--- src/rtl/wb_regfile_pkg.sv ---
// Shared pipeline constants used by the write-back stage, the MEM/WB latch and
// the decode/forwarding logic.
package wb_regfile_pkg;
   localparam int DATA_W   = 32;
   localparam int ADDR_W   = 5;
   localparam int NREGS    = 2**ADDR_W;
   localparam int REG_ZERO = 0;
endpackage

--- src/rtl/regfile_2r1w.sv ---
// General-purpose register array: one synchronous write port, two combinational
// read ports, synchronous clear, register 0 hardwired to zero.
module regfile_2r1w
   import wb_regfile_pkg::*;
#(
   parameter int DW = DATA_W,
   parameter int AW = ADDR_W
) (
   input  logic          clk,
   input  logic          rst,
   input  logic          we,
   input  logic [AW-1:0] waddr,
   input  logic [DW-1:0] wdata,
   input  logic [AW-1:0] raddr_a,
   input  logic [AW-1:0] raddr_b,
   output logic [DW-1:0] rdata_a,
   output logic [DW-1:0] rdata_b
);
   localparam int NR = 2**AW;

   logic [DW-1:0] regs [NR];

   // Entry 0 has no storage, so every read of index 0 is zero by construction.
   assign regs[REG_ZERO] = '0;

   for (genvar i = 1; i < NR; i++) begin : g_reg
      always_ff @(posedge clk) begin
         if (rst)
            regs[i] <= '0;
         else if (we && waddr == AW'(i))
            regs[i] <= wdata;
      end
   end

   assign rdata_a = regs[raddr_a];
   assign rdata_b = regs[raddr_b];
endmodule

--- src/rtl/wb_regfile.sv ---
// Write-back stage: selects the write-back value, qualifies the write, commits it
// to the register file and bypasses it onto both decode read ports.
module wb_regfile
   import wb_regfile_pkg::*;
#(
   parameter int DATA_W = wb_regfile_pkg::DATA_W,
   parameter int ADDR_W = wb_regfile_pkg::ADDR_W
) (
   input  logic              clk,
   input  logic              rst,
   input  logic              reg_write,
   input  logic              mem_to_reg,
   input  logic [DATA_W-1:0] alu_result,
   input  logic [DATA_W-1:0] data_load,
   input  logic [ADDR_W-1:0] dst,
   input  logic [ADDR_W-1:0] rs_addr,
   input  logic [ADDR_W-1:0] rt_addr,
   output logic [DATA_W-1:0] rs_data,
   output logic [DATA_W-1:0] rt_data,
   output logic              wb_we,
   output logic [ADDR_W-1:0] wb_dst,
   output logic [DATA_W-1:0] wb_data
);
   logic [DATA_W-1:0] rf_rs, rf_rt;

   assign wb_data = mem_to_reg ? data_load : alu_result;
   assign wb_dst  = dst;
   // Dropping dst==0 here keeps the bypass from ever exposing a nonzero r0.
   assign wb_we   = reg_write && (dst != ADDR_W'(REG_ZERO)) && !rst;

   regfile_2r1w #(
      .DW (DATA_W),
      .AW (ADDR_W)
   ) u_rf (
      .clk     (clk),
      .rst     (rst),
      .we      (wb_we),
      .waddr   (dst),
      .wdata   (wb_data),
      .raddr_a (rs_addr),
      .raddr_b (rt_addr),
      .rdata_a (rf_rs),
      .rdata_b (rf_rt)
   );

   // Write-first: a read of the register being written sees the new value.
   assign rs_data = (wb_we && rs_addr == dst) ? wb_data : rf_rs;
   assign rt_data = (wb_we && rt_addr == dst) ? wb_data : rf_rt;
endmodule

--- config.mk ---
export PLATFORM = sky130hd
export DESIGN_NAME = wb_regfile
export DESIGN_NICKNAME = d
export VERILOG_FILES = /design/src/rtl/wb_regfile_pkg.sv /design/src/rtl/regfile_2r1w.sv /design/src/rtl/wb_regfile.sv
export SDC_FILE = /design/constraint.sdc
export NUM_CORES = 2
export LEC_CHECK = 0
export CAP_MARGIN = 20
export CORE_ASPECT_RATIO = 2
export CORE_UTILIZATION = 33
export DETAILED_ROUTE_END_ITERATION = 10
export PLACE_DENSITY_LB_ADDON = 0.2
export RECOVER_POWER = 50
export SYNTH_ARGS = -nofsm -noshare
export SYNTH_HDL_FRONTEND = slang
export SYNTH_HIERARCHICAL = 1
export SYNTH_SLANG_ARGS = --single-unit
--- constraint.sdc ---
create_clock -name clk -period 2.8 [get_ports clk]
set_input_delay 0.28 -clock clk [delete_from_list [all_inputs] [get_ports clk]]
set_output_delay 0.28 -clock clk [all_outputs]
set_load 0.1 [all_outputs]
==> flow_summary.json <==
{
  "grt_setup_unrepaired": "yes",
  "fin_crit_sh_pct": 107,
  "status": "finished with violations",
  "hold_class": "in -> reg",
  "layoutNonFillerInstCount": 8946,
  "min_from": "rst",
  "dp.cells": 8795,
  "slew_headroom_pct": 14.1,
  "cp_max_fo": 3,
  "p_leak_uw": 0.0240,
  "dieArea_mm2": 0.162,
  "gp_congestion": 0.884,
  "num_vias": 50317,
  "hpwl_mm": 148,
  "cts_root_buf": "clkbuf_16",
  "ys_types": 36,
  "fillers": 15867,
  "yosysSeqAreaShare_pct": 37.5,
  "grt_use_total_pct": 26.3,
  "clock_latency_ns": 0.71,
  "port_buffers": 184,
  "endpoint_kind": "output pin",
  "finalSetupViolations": 48,
  "reg.largest.list": "u_rf/regs (992)",
  "grt_overflow_total": 0,
  "powerDensity_mw_per_mm2": 511,
  "postLayoutCellArea_mm2": 0.0663,
  "hold_viol_final": 0,
  "startpoint_type": "flop",
  "wl_mm": 221,
  "cts_buffers": 92,
  "startpoint": "u_rf/regs[783]",
  "async_flop_share_pct": 0,
  "coreArea_mm2": 0.159,
  "cts.path.max_buffers": 3,
  "clk_pin_slew_ns": 0.06,
  "vias_per_cell": 5.62,
  "path_class": "reg -> out",
  "die_w_um": 285,
  "synth_top_area_cell": "dfxtp_1",
  "r2r-start": "u_rf/regs[935]",
  "synthTopCellsByArea": "dfxtp_1, nand2_1, mux2i_1",
  "max_cap_viol_count": 0,
  "rows": 207,
  "routedWlPerCell_um": 24.7,
  "syn_to_final_growth_pct": 25.3,
  "ys_warn_count": 6,
  "maxSlewViolCount": 0,
  "initial_core_util_pct": 33.3,
  "synthFlopType": "dfxtp_1",
  "tightest_slew_ns": 1.29,
  "dr.pass1.iters": 5,
  "largest-register": "u_rf/regs",
  "critical_path_required_ns": 2.52,
  "post-route-util_pct": 41.7,
  "grt_pass1_vias": 49365,
  "setup_ws_ns": -0.195,
  "syn_nets": 6792,
  "drt_iter0_drc": 4157,
  "synth_top_area_share_pct": 37.5,
  "synth.avg_cell_area_um2": 7.88,
  "fin_skew_ns": 0,
  "hold_ws_ns": 0.255,
  "netlist_area_mm2": 0.0529,
  "die_h_um": 568,
  "boundaryPins": 185,
  "drc": 0,
  "cts.sinks": 992,
  "grt_first_pass_wirelength_mm": 323,
  "ys_ff_latch": 992,
  "fmax_mhz": 334,
  "final_common_cell": "nand2_1",
  "grt_max_degree": 197,
  "antenna_found_initial": 4,
  "largest_reg_flops": 992,
  "final_nets": 6863,
  "synthCells": 6709,
  "finalPower_uw": 33900,
  "cts_tree": "done",
  "synth_edf_count": 0,
  "placed_cell_area_mm2": 0.0617,
  "crit_arrival_ns": 2.71,
  "violations": "setup timing",
  "ant_nets": 0,
  "htreeDepth": 3,
  "most-common-layout-cells": "nand2_1, a21oi_1, dfxtp_1",
  "final_layout_size_suffix_gt1_share_pct": 18.8,
  "min_period_ns": 2.99,
  "vdd_drop_max_v": 0.000406
}
## critical path, cell delays in order, from the launching register on
cell     delay [ns]
dfxtp_2        0.32
mux4_2         0.51
nor2b_4        0.17
nor3_2         0.05
a31oi_1        0.21
buf_4          0.16
nand3_4        0.09
mux2_4         0.30
buf_12         0.17
## synthesized netlist by cell type, types with 7 or more instances
cell / n
buf_2: 199
a21oi_1: 1120
buf_4: 41
clkbuf_1: 406
a31oi_1: 64
mux2_2: 100
nor3_2: 8
mux2_4: 60
dfxtp_1: 992
nor2_2: 8
nor4_2: 7
nand2_1: 2147
buf_1: 15
mux2i_1: 768
nor2_1: 13
nor3_1: 65
nor2b_1: 75
a221oi_1: 64
mux4_2: 64
nand3_1: 194
a22oi_1: 256
## cell families (layout without fill, tap and decap cells)
logic type                Yosys count  in the layout  synth area share, %
and+or+nand+nor                  2542           2544                 19.5
AOI/OAI and AO/OA                1505           1505                 16.1
muxes                             992            992                 21.1
DFF                               992            992                 37.5
buffers and inverters             668            809                 5.59
xor gates and xnor gates           10             10                0.166
other                               0              4                    0
## area by class of cell
class	count	area, um2	area share [%]
multi-input cells	5051	32300	48.7
flip-flops and latches	992	19900	30.1
repair buffers	642	8310	12.5
clock buffers	133	2680	4.05
well taps	2090	2620	3.95
clock inverters	33	447	0.674
diodes	4	10.0	0.0151
inverters	1	3.75	0.00567
## worst paths after layout
path                            cells after the start  slack (ns)             end
worst min-delay path                                3        0.26  u_rf/regs[843]
worst max register to register                      2        2.05  u_rf/regs[935]
worst max-delay path                                8       -0.19     rt_data[15]
worst min register to register                      2        0.46  u_rf/regs[784]
## power breakdown
part | switching [uW] | internal, uW
clock | 6060 | 7510
sequential | 46.6 | 14200
combinational | 3940 | 2130
## timing repair
item,CTS,global route
endpoints found under the setup margin,64,64
buffers inserted,10,2
resized for setup,335,117
pin swaps,80,52
cloned,4,0
hold buffers,0,0
## stage by stage
stage,TNS (ns),worst slack (ns)
global placement,-40.44,-0.389
CTS,-4.34,-0.215
detailed placement,-48.33,-0.381
global route,-10.69,-0.246
finish,-3.98,-0.195
floorplan,0,0.0194
## layer usage
layer,routed length (um),up-vias,track usage (%)
met5,19,-,0
li1,-,23205,-
met2,111000,1942,46.6
met4,11900,4,14.0
met1,85400,24569,30.6
met3,12600,597,3.27
(Power assumes the default switching activity.)
